`config.mk`:
```
export PLATFORM = sky130hd
export DESIGN_NAME = tl_phase_timer
export DESIGN_NICKNAME = d
export VERILOG_FILES = /design/src/rtl/tl_pkg.sv /design/src/rtl/tl_phase_counter.sv /design/src/rtl/tl_phase_timer.sv
export SDC_FILE = /design/constraint.sdc
export NUM_CORES = 1
export LEC_CHECK = 0
export CAP_MARGIN = 5
export CELL_PAD_IN_SITES_DETAIL_PLACEMENT = 1
export CELL_PAD_IN_SITES_GLOBAL_PLACEMENT = 1
export CORE_MARGIN = 10
export CORE_UTILIZATION = 41
export CTS_CLUSTER_SIZE = 12
export DETAILED_ROUTE_END_ITERATION = 6
export PLACE_DENSITY = 0.84
export SLEW_MARGIN = 20
export SYNTH_ARGS = -nofsm -noshare
export SYNTH_HDL_FRONTEND = slang
export SYNTH_HIERARCHICAL = 1
export SYNTH_SLANG_ARGS = --single-unit
```
`constraint.sdc`:
```
create_clock -name clk -period 3.7 [get_ports clk]
set_input_delay 0.74 -clock clk [delete_from_list [all_inputs] [get_ports clk]]
set_output_delay 0.74 -clock clk [all_outputs]
set_load 0.02 [all_outputs]
```
`src/rtl/tl_pkg.sv`:
```
// Shared definitions for the main/side traffic-phase timer: phase codes,
// lamp encodings, lamp decode and parameter legality helpers.
package tl_pkg;

  typedef enum logic [2:0] {
    PH_MAIN_GREEN  = 3'd0,
    PH_MAIN_YELLOW = 3'd1,
    PH_ALLRED_A    = 3'd2,
    PH_SIDE_GREEN  = 3'd3,
    PH_SIDE_YELLOW = 3'd4,
    PH_ALLRED_B    = 3'd5,
    PH_FLASH       = 3'd6
  } phase_e;

  localparam logic [1:0] LAMP_RED = 2'b00;
  localparam logic [1:0] LAMP_YEL = 2'b01;
  localparam logic [1:0] LAMP_GRN = 2'b10;
  localparam logic [1:0] LAMP_OFF = 2'b11;

  typedef struct packed {
    logic [1:0] main_l;
    logic [1:0] side_l;
  } lamps_t;

  // A phase duration must be at least one tick and its reload value (t-1)
  // must fit in a w-bit counter.
  function automatic bit dur_ok(input int unsigned t, input int unsigned w);
    return (t >= 1) && (longint'(t) <= (longint'(1) << w));
  endfunction

  // The accumulated extension total is held in a w-bit register.
  function automatic bit ext_cap_ok(input int unsigned t_max_ext, input int unsigned w);
    return longint'(t_max_ext) < (longint'(1) << w);
  endfunction

  // Lamp pattern for a phase; lit only matters in flash mode.
  function automatic lamps_t lamp_decode(input phase_e ph, input logic lit);
    lamps_t l;
    l = '{main_l: LAMP_RED, side_l: LAMP_RED};
    case (ph)
      PH_MAIN_GREEN:  l.main_l = LAMP_GRN;
      PH_MAIN_YELLOW: l.main_l = LAMP_YEL;
      PH_SIDE_GREEN:  l.side_l = LAMP_GRN;
      PH_SIDE_YELLOW: l.side_l = LAMP_YEL;
      PH_FLASH: begin
        l.main_l = lit ? LAMP_YEL : LAMP_OFF;
        l.side_l = lit ? LAMP_RED : LAMP_OFF;
      end
      default: ;
    endcase
    return l;
  endfunction

endpackage

```
`src/rtl/tl_phase_counter.sv`:
```
// Loadable down-counter for phase timing. A load wins over counting; the
// count decrements on tick and stops at zero.
module tl_phase_counter #(
  parameter int unsigned        CNT_W   = 8,
  parameter logic [CNT_W-1:0]   RST_VAL = '0
) (
  input  logic             clk,
  input  logic             rst_n,
  input  logic             tick,
  input  logic             load,
  input  logic [CNT_W-1:0] load_val,
  output logic [CNT_W-1:0] cnt,
  output logic             zero
);

  logic [CNT_W-1:0] cnt_q;

  // Count register: reload on state entry or extension, else tick down to zero.
  always_ff @(posedge clk or negedge rst_n) begin
    // NOTE: state registers use non-blocking assignments so every register
    // samples pre-edge values regardless of block evaluation order.
    if (!rst_n) begin
      cnt_q <= RST_VAL;
    end else if (load) begin
      cnt_q <= load_val;
    end else if (tick && (cnt_q != '0)) begin
      cnt_q <= cnt_q - CNT_W'(1);
    end
  end

  assign cnt  = cnt_q;
  assign zero = (cnt_q == '0);

endmodule

```
`src/rtl/tl_phase_timer.sv`:
```
// Two-approach traffic-phase timer. Main road rests in green; a latched
// side request is served after the minimum main green, via yellow and
// all-red clearance. Side green extends while cars keep arriving, up to
// a cap. Flash mode overrides everything. All outputs are registered.
module tl_phase_timer
  import tl_pkg::*;
#(
  parameter int unsigned CNT_W        = 8,
  parameter int unsigned T_MIN_GREEN  = 30,
  parameter int unsigned T_YELLOW     = 5,
  parameter int unsigned T_ALLRED     = 2,
  parameter int unsigned T_SIDE_GREEN = 10,
  parameter int unsigned T_EXT        = 5,
  parameter int unsigned T_MAX_EXT    = 20
) (
  input  logic             clk,
  input  logic             rst_n,
  input  logic             tick,
  input  logic             side_car,
  input  logic             flash,
  output logic [1:0]       main_light,
  output logic [1:0]       side_light,
  output logic [2:0]       phase,
  output logic [CNT_W-1:0] remaining,
  output logic             phase_change,
  output logic             side_req
);

  localparam bit PARAMS_OK = dur_ok(T_MIN_GREEN, CNT_W) && dur_ok(T_YELLOW, CNT_W) &&
                             dur_ok(T_ALLRED, CNT_W) && dur_ok(T_SIDE_GREEN, CNT_W) &&
                             dur_ok(T_EXT, CNT_W) && dur_ok(T_MAX_EXT, CNT_W) &&
                             ext_cap_ok(T_MAX_EXT, CNT_W);

  if (!PARAMS_OK) begin : g_bad_params
    $error("tl_phase_timer: timing parameters out of range for CNT_W");
  end

  localparam int unsigned EW = CNT_W + 1;

  // Counter reload values: a phase of T ticks starts at T-1.
  localparam logic [CNT_W-1:0] LD_MIN_GREEN  = CNT_W'(T_MIN_GREEN - 1);
  localparam logic [CNT_W-1:0] LD_YELLOW     = CNT_W'(T_YELLOW - 1);
  localparam logic [CNT_W-1:0] LD_ALLRED     = CNT_W'(T_ALLRED - 1);
  localparam logic [CNT_W-1:0] LD_SIDE_GREEN = CNT_W'(T_SIDE_GREEN - 1);
  localparam logic [CNT_W-1:0] LD_EXT        = CNT_W'(T_EXT - 1);
  localparam logic [EW-1:0]    EXT_STEP      = EW'(T_EXT);
  localparam logic [EW-1:0]    EXT_CAP       = EW'(T_MAX_EXT);

  function automatic logic [CNT_W-1:0] load_for(input phase_e ph);
    case (ph)
      PH_MAIN_GREEN:  return LD_MIN_GREEN;
      PH_MAIN_YELLOW: return LD_YELLOW;
      PH_ALLRED_A:    return LD_ALLRED;
      PH_SIDE_GREEN:  return LD_SIDE_GREEN;
      PH_SIDE_YELLOW: return LD_YELLOW;
      PH_ALLRED_B:    return LD_ALLRED;
      default:        return '0;
    endcase
  endfunction

  phase_e           state_q, state_d;
  logic             side_req_q, side_req_d;
  logic [CNT_W-1:0] ext_q, ext_d;
  logic [EW-1:0]    ext_sum;
  logic             ext_fits;
  logic             lit_q, lit_d;
  lamps_t           lamps_q, lamps_d;
  logic             pc_q;
  logic             cnt_load;
  logic [CNT_W-1:0] cnt_load_val;
  logic [CNT_W-1:0] cnt;
  logic             cnt_zero;
  logic             phase_end;
  logic             entering_side;

  tl_phase_counter #(
    .CNT_W   (CNT_W),
    .RST_VAL (LD_MIN_GREEN)
  ) u_counter (
    .clk      (clk),
    .rst_n    (rst_n),
    .tick     (tick),
    .load     (cnt_load),
    .load_val (cnt_load_val),
    .cnt      (cnt),
    .zero     (cnt_zero)
  );

  assign phase_end = tick && cnt_zero;
  assign ext_sum   = {1'b0, ext_q} + EXT_STEP;
  assign ext_fits  = (ext_sum <= EXT_CAP);

  // Next phase, counter reload and extension accounting.
  always_comb begin
    // NOTE: every variable written here gets a default first, so no path
    // can leave one unassigned and infer a latch.
    state_d      = state_q;
    ext_d        = ext_q;
    cnt_load     = 1'b0;
    cnt_load_val = '0;

    if (flash && (state_q != PH_FLASH)) begin
      state_d = PH_FLASH;
    end else if (!flash && (state_q == PH_FLASH)) begin
      state_d = PH_ALLRED_B;
    end else if (phase_end) begin
      case (state_q)
        PH_MAIN_GREEN:  if (side_req_q) state_d = PH_MAIN_YELLOW;
        PH_MAIN_YELLOW: state_d = PH_ALLRED_A;
        PH_ALLRED_A:    state_d = PH_SIDE_GREEN;
        PH_SIDE_GREEN: begin
          if (side_car && ext_fits) begin
            cnt_load     = 1'b1;
            cnt_load_val = LD_EXT;
            ext_d        = ext_sum[CNT_W-1:0];
          end else begin
            state_d = PH_SIDE_YELLOW;
          end
        end
        PH_SIDE_YELLOW: state_d = PH_ALLRED_B;
        PH_ALLRED_B:    state_d = PH_MAIN_GREEN;
        default:        ;
      endcase
    end

    if (state_d != state_q) begin
      cnt_load     = 1'b1;
      cnt_load_val = load_for(state_d);
    end

    entering_side = (state_d == PH_SIDE_GREEN) && (state_q != PH_SIDE_GREEN);
    if (entering_side) ext_d = '0;
  end

  // Request latch, flash blink phase and the lamp pattern for the next cycle.
  always_comb begin
    side_req_d = side_req_q;
    if (side_car && (state_q != PH_SIDE_GREEN)) begin
      side_req_d = 1'b1;
    end else if (entering_side) begin
      side_req_d = 1'b0;
    end

    lit_d = lit_q;
    if ((state_d == PH_FLASH) && (state_q != PH_FLASH)) begin
      lit_d = 1'b1;
    end else if ((state_q == PH_FLASH) && tick) begin
      lit_d = ~lit_q;
    end

    lamps_d = lamp_decode(state_d, lit_d);
  end

  // Registered state and outputs.
  always_ff @(posedge clk or negedge rst_n) begin
    if (!rst_n) begin
      state_q    <= PH_MAIN_GREEN;
      side_req_q <= 1'b0;
      ext_q      <= '0;
      lit_q      <= 1'b1;
      lamps_q    <= '{main_l: LAMP_GRN, side_l: LAMP_RED};
      pc_q       <= 1'b0;
    end else begin
      state_q    <= state_d;
      side_req_q <= side_req_d;
      ext_q      <= ext_d;
      lit_q      <= lit_d;
      lamps_q    <= lamps_d;
      pc_q       <= (state_d != state_q);
    end
  end

  assign main_light   = lamps_q.main_l;
  assign side_light   = lamps_q.side_l;
  assign phase        = state_q;
  assign remaining    = cnt;
  assign phase_change = pc_q;
  assign side_req     = side_req_q;

endmodule

```
## After elaboration in Yosys (flattened, before gate mapping)

Index checks and enable logic that the tools add are counted.

| storage, ports and cells | value |
|---|---|
| register bits | 26 |
| latch bits | 0 |
| RAM bits | 0 |
| ROM bits | 0 |
| output and inout bits | 17 |
| logic and storage cells | 86 |
| memories | 0 |

| cells by class | value |
|---|---|
| $add $sub $neg | 2 |
| $mul | 0 |
| divide/modulo/power cells | 0 |
| order comparisons | 1 |
| eq/ne operators | 17 |
| shift operators | 0 |
| mux-type cells | 35 |
| bitwise logic cells | 1 |
| reductions and logical operators | 22 |

Operator list:

| kind | count |
|---|---|
| 8-bit 2-to-1 mux | 9 |
| 3-bit 2-to-1 mux | 10 |
| 5-bit case mux with 4 select lines | 1 |
| 3-bit equality test, second input constant | 6 |
| 3-bit case mux with 6 select lines | 1 |
| 3-bit by 2-bit equality test with 1-bit output, second input constant | 4 |
| 2-bit case mux with 3 select lines | 2 |
| 1-bit 2-to-1 mux | 10 |
| 2-bit nonzero test | 5 |
| 8-bit by 3-bit adder with 9-bit output, second input constant | 1 |
| 9-bit by 5-bit less-or-equal comparator with 1-bit output, second input constant | 1 |
| 1-bit logical AND | 9 |
| 8-bit zero test | 1 |
| 8-bit nonzero test | 1 |
| 8-bit by 1-bit subtractor with 8-bit output, second input constant | 1 |
| 3-bit by 1-bit equality test with 1-bit output, second input constant | 2 |
| 3-bit zero test | 2 |
| 5-bit AND reduction | 1 |
| 2-bit 2-to-1 mux | 2 |
| 2-bit inequality test, second input constant | 2 |
| 2-bit OR reduction | 2 |
| 3-bit by 2-bit inequality test with 1-bit output, second input constant | 1 |
| 3-bit inequality test | 1 |
| 3-bit inequality test, second input constant | 1 |
| other kinds (2) | 2 |

## Depth between registers and ports, before layout

Gate-level depths: netlist of the first run.

| logic depth | value |
|---|---|
| depth in word-level cells | 13 |
| gate-level depth with buffers | 13 |
| mapped depth without buffers | 13 |

## Cells and area by module

Netlist of the first run, hierarchy kept.

Modules (own cells, without submodules):

| module | instances | cells each | area an instance (sq um) | seq. area each (sq um) |
|---|---|---|---|---|
| tl_phase_timer | 1 | 116 | 1,072.3 | 452.9 |
| tl_phase_counter | 1 | 58 | 533.0 | 205.2 |

## Least setup slack after synthesis of the first run

Ideal clock, no wire load.

| timing | value |
|---|---|
| kind | reg2reg |
| from | register u_counter.cnt_q[1] (netlist: u_counter/cnt[1]) |
| to | register u_counter.cnt_q[3] (netlist: u_counter/cnt[3]) |
| library setup time | 0.085 ns |
| arrival | 2.657 ns |
| setup slack | 0.958 ns |
| stages on the path, launching flop included | 13 |
| buffers on the path | 0 |
| period minus slack after synthesis | 2.742 ns |
| path through | dfrtp_1 inv_1 ha_1 or3b_2 nor2_1 a22o_1 and2_1 o22ai_1 a31oi_2 nor3b_4 o21a_1 nand2_1 o221ai_1 |

| on the way | value |
|---|---|
| longest elaborated chain between the ends | 10 |

Ends and longest elaborated chain:

| item | RTL line | RTL |
|---|---|---|
| start, declared | tl_phase_counter.sv:16 | `logic [CNT_W-1:0] cnt_q;` |
| start signal, assigned | tl_phase_counter.sv:25 | `cnt_q <= load_val;` |
| start signal, assigned | tl_phase_counter.sv:27 | `cnt_q <= cnt_q - CNT_W'(1);` |
| 8-bit zero test * | tl_phase_counter.sv:32 | `assign zero = (cnt_q == '0);` |
| via cnt_zero | tl_phase_timer.sv:72 | `logic cnt_zero;` |
| 1-bit logical AND * | tl_phase_timer.sv:89 | `assign phase_end = tick && cnt_zero;` |
| 3-bit 2-to-1 mux * | tl_phase_timer.sv:106 | `end else if (phase_end) begin` |
| 3-bit 2-to-1 mux * | tl_phase_timer.sv:104 | `end else if (!flash && (state_q == PH_FLASH)) begin` |
| 3-bit 2-to-1 mux * | tl_phase_timer.sv:102 | `if (flash && (state_q != PH_FLASH)) begin` |
| 3-bit equality test (tied with other cells) | tl_phase_timer.sv:50 | `case (ph)` |
| 2-bit OR reduction (no line) | - |  |
| 5-bit case mux with 4 select lines | tl_phase_timer.sv:50 |  |
| 8-bit 2-to-1 mux * | tl_phase_timer.sv:126 | `if (state_d != state_q) begin` |
| via cnt_load_val[3] | tl_phase_timer.sv:70 | `logic [CNT_W-1:0] cnt_load_val;` |
| 8-bit 2-to-1 mux * | tl_phase_counter.sv:24 | `end else if (load) begin` |

The timed path passes the listed nets; every way through them passes the cells marked *. The select of a mux whose other input is x is not followed.
A chain may end at the register's enable or synchronous reset.

## Worst setup path after layout of the first run

| timing | value |
|---|---|
| from | register u_counter.cnt_q[1] (netlist: u_counter/cnt[1]) |
| to | register u_counter.cnt_q[7] (netlist: u_counter/cnt[7]) |

| on the way | value |
|---|---|
| longest elaborated chain between the ends | 8 |

Ends and longest elaborated chain:

| item | RTL line | RTL |
|---|---|---|
| 8-bit zero test * | tl_phase_counter.sv:32 |  |
| via cnt_zero | tl_phase_timer.sv:72 |  |
| 1-bit logical AND * | tl_phase_timer.sv:89 |  |
| 3-bit 2-to-1 mux | tl_phase_timer.sv:106 |  |
| 3-bit 2-to-1 mux | tl_phase_timer.sv:104 |  |
| 3-bit 2-to-1 mux | tl_phase_timer.sv:102 |  |
| 3-bit inequality test | tl_phase_timer.sv:126 |  |
| 1-bit 2-to-1 mux * | tl_phase_timer.sv:126 |  |
| via cnt_load | tl_phase_timer.sv:69 | `logic cnt_load;` |
| 8-bit 2-to-1 mux / 2-bit nonzero test (equally long branches) | - |  |

Marks and branches as above.

==> results of run 1 <==
==> through the flow <==
step,setup WS [ns],std cells,utilization
after global routing,0.107,245,0.516
after CTS,0.429,245,0.516
final,0.376,245,0.516
after detailed placement,0.491,241,0.504
after global placement,0.658,241,0.504
after floorplan,0.958,177,-
==> path summary, 6_finish.rpt <==
kind                                                   start                            to  depth (start not counted)
worst min-delay path                    ext_q[6]$_DFFE_PN0P_          ext_q[6]$_DFFE_PN0P_                          1
max in group asynchronous                              rst_n  u_counter/cnt[2]$_DFFE_PN1P_                          2
worst max register to register  u_counter/cnt[1]$_DFFE_PN0P_  u_counter/cnt[7]$_DFFE_PN0P_                         11
worst max-delay path            u_counter/cnt[1]$_DFFE_PN0P_  u_counter/cnt[7]$_DFFE_PN0P_                         11
worst min register to register          ext_q[6]$_DFFE_PN0P_          ext_q[6]$_DFFE_PN0P_                          1
min in group asynchronous                              rst_n            phase[1]$_DFF_PN0_                          2
==> logic make-up after synthesis <==
kind of cell,after synthesis,synth area share
adder cells (fa/ha/maj),4,0.0312
other,1,0.00234
AO/OA/AOI/OAI,47,0.226
multiplexers,2,0.0125
buffers and inverters,16,0.0390
AND/OR/NAND/NOR,72,0.246
flip-flops,26,0.410
XOR/XNOR,6,0.0327
==> metal layers <==
layer | vias to the layer above | wire length [um] | GRT usage
li1 | 686 | - | -
met1 | 730 | 1990 | 0.168
met2 | 33 | 2110 | 0.228
met3 | 6 | 234 | 0.0302
met4 | 0 | 48 | 0.0502
met5 | - | 0 | 0
==> cell type report <==
class	instances	area share
Clock buffer	4	0.0235
Sequential cell	26	0.343
Inverter	9	0.0176
Multi-Input combinational cell	135	0.467
Timing Repair Buffer	23	0.117
Tap cell	48	0.0313
==> state kept, by name, summed over array words and instances (netlist names) <==
| signal | cells |
|---|---|
| u_counter/cnt | 8 |
| phase | 3 |
| main_light | 2 |
| phase_change | 1 |
| lit_q | 1 |
| side_req | 1 |
| side_light | 2 |
| ext_q | 8 |
==> cells in the final DEF (no fill, tap or decap), drive strengths merged, types with 5 or more instances in the layout <==
cell / Yosys / routed
a21oi: 6 / 6
clkdlybuf4s50: 0 / 21
dfrtp: 20 / 20
dfstp: 6 / 6
inv: 8 / 8
nand2: 12 / 12
nand3: 9 / 9
nor2: 18 / 18
nor3b: 5 / 5
o21ai: 9 / 9
xor2: 6 / 6
==> worst max-delay path: cells and delay by family, from the launching register on <==
family,cells,cell delay (ns)
fa+ha+maj,1,0.21
simple gates,3,0.88
compound gates,4,0.83
flops,1,0.43
buf+inv,3,0.86
==> power by group <==
group          switching (mW)  internal, mW
Sequential             0.0734         0.357
Combinational           0.285         0.206
Clock                  0.0875        0.0770
==> tab_implementation.tex, run 1 <==
\begin{tabular}{lr}
\hline
Metric & Value \\
\hline
\multicolumn{2}{l}{\textbf{Outcome}} \\
Result of the run & completed \\
\multicolumn{2}{l}{\textbf{Synthesis}} \\
Proportion of netlist area held by the largest area contributor & 0.312 \\
Dominant synthesized flop cell & dfrtp\_1 \\
Post-synthesis cell area & around 1600 um\^{}2 \\
Number of flip-flops and latches in the synthesized netlist & 26 \\
Number of warnings printed during yosys synthesis & 6 \\
Number of different library cells in the post-synthesis netlist & 53 \\
Post-Syn Area per Cell & 9.23 um\^{}2 \\
Number of enable flip-flop cells after synthesis & 0 \\
Ranking of synthesized cells by area & dfrtp\_1 (31\%), dfstp\_2 (9.8\%), nor2\_1 (4.2\%) \\
Async S/R FF share, synth & 1.00 \\
Cell taking the most area after synthesis & dfrtp\_1 \\
Synthesized instance count & 174 \\
Post-synthesis sequential area ratio & 0.410 \\
Most frequent cells after synthesis & dfrtp\_1 (20), nor2\_1 (18), nand2\_1 (12), nand3\_1 (9), inv\_1 (8) \\
Cell with the most instances after synthesis & dfrtp\_1 \\
\multicolumn{2}{l}{\textbf{Global routing}} \\
Overall global routing resource usage & 0.136 \\
Total congestion overflow & 0 \\
Initial antenna violation count & 0 \\
Wire length of the first global-routing pass & 7.36 mm \\
Largest net degree at the start of global routing & 27 \\
Number of global-route vias before repair & 1,488 \\
\multicolumn{2}{l}{\textbf{Clock network}} \\
Skew-Pair Late Insertion Delay & 0.27 ns \\
CTS Buf Count & 3 \\
Number of post-CTS setup repair buffers & 0 \\
Maximum level of the CTS H-tree & 1 \\
Maximum buffer depth of the clock tree & 2 \\
Hold buffer count at CTS & 0 \\
Clock slew at the register clock pins of the worst setup and hold paths & roughly 0.090 ns \\
Number of clock sinks seen by CTS & 26 \\
Clk root buf & clkbuf\_8 \\
Post-cts resize count & 0 \\
CTS tree & yes \\
\multicolumn{2}{l}{\textbf{Critical path}} \\
Required time at the endpoint of the critical path & 3.85 ns \\
Stage delay of the slowest cell on the critical path & 0.50 ns \\
CP dominant cell by count & inv\_1 \\
Cell chain of the critical path & inv\_1 > ha\_1 > or3b\_2 > nor2\_1 > a22o\_1 > and2\_1 > o22ai\_1 > inv\_1 > clkinv\_1 > o311a\_1 > a221o\_1 \\
Setup crit end kind & flip-flop \\
Crit path kind & reg2reg \\
Kind of start point of the critical path & flip-flop \\
Arrival time at the worst endpoint & 3.48 ns \\
Setup slack of the worst register-to-register path & 0.38 ns \\
Slowest stage cell on the critical path & or3b\_2 \\
Worst-path maximum fanout & 14 \\
\multicolumn{2}{l}{\textbf{Routing}} \\
Detailed Routing Iterations Pass 1 & 4 \\
Routed wire length & about 4.4 mm \\
Initial drt markers & $\sim$140 \\
Vias after detailed routing & around 1,500 \\
Antenna viol nets, final & 0 \\
Routed vias/inst & 5.94 \\
Per-cell routed wire length & 17.9 um \\
DR DRC count & 0 \\
\multicolumn{2}{l}{\textbf{Layout}} \\
Number of nets at the end of the flow & around 210 \\
Post-route cell area & 1920 um\^{}2 \\
Antenna cell count & 0 \\
Layout fillers & 431 \\
Area Overhead vs Synth & 19.5\% \\
Share of post-route cells with drive strength above 1 & 0.0964 \\
Area of all sequential standard cells & 658 um\^{}2 \\
Multi-input gate area in the final layout & $\sim$900 um\^{}2 \\
\multicolumn{2}{l}{\textbf{STA}} \\
Total count of hold-check failures in the final report & 0 \\
Relative slew margins & 0.526 \\
Clock skew & 0.00894 ns \\
Final TNS setup & 0 ns \\
Minimum period implied by the final worst setup slack & 3.32 ns \\
Highest Clock Rate & 0.301 GHz \\
Slew Limit Fails & 0 \\
RSZ-0062 raised after global routing & false \\
Hold slack & 0.524 ns \\
Period Utilization, post-route & 0.898 \\
Setup violators final & 0 \\
Worst slew pin tran & 0.705 ns \\
\multicolumn{2}{l}{\textbf{Floorplanning}} \\
Die Width & 82.6 um \\
Die height & 82.6 um \\
Number of rows in the core area & 22 \\
I/O pin total & 22 \\
Area of the core region & 3720 um\^{}2 \\
DIE AREA & 6820 um\^{}2 \\
Initial core utilization & 0.432 \\
\multicolumn{2}{l}{\textbf{Pwr}} \\
Power per unit of standard cell area & between 500 and 600 nW/um\^{}2 \\
Leak & just over 0.8 nW \\
Overall power after layout & 1.09 mW \\
Peak supply drop & a little under 300 uV \\
\multicolumn{2}{l}{\textbf{Hold path}} \\
Tightest Hold Check Type & reg2reg \\
\multicolumn{2}{l}{\textbf{Place}} \\
Post-detailed-placement cell area & 1870 um\^{}2 \\
Count of input and output buffers & 21 \\
Final Wtd Congestion & roughly 0.92 \\
Detailed Place HPWL & $\sim$3.2 mm \\
\multicolumn{2}{l}{\textbf{Run}} \\
Max-cap check violation count & 0 \\
\hline
\end{tabular}
Power figures use the tool's default switching activity.
==> run 2, diff against run 1 <==
--- a/config.mk
+++ b/config.mk
@@ -12,6 +12,7 @@
 export CORE_UTILIZATION = 41
 export CTS_CLUSTER_SIZE = 12
 export DETAILED_ROUTE_END_ITERATION = 6
+export GPL_ROUTABILITY_DRIVEN = 1
 export PLACE_DENSITY = 0.84
 export SLEW_MARGIN = 20
 export SYNTH_ARGS = -nofsm -noshare
==> results of run 2 <==
No change in the layout: final DEF, timing and power equal those of run 1.
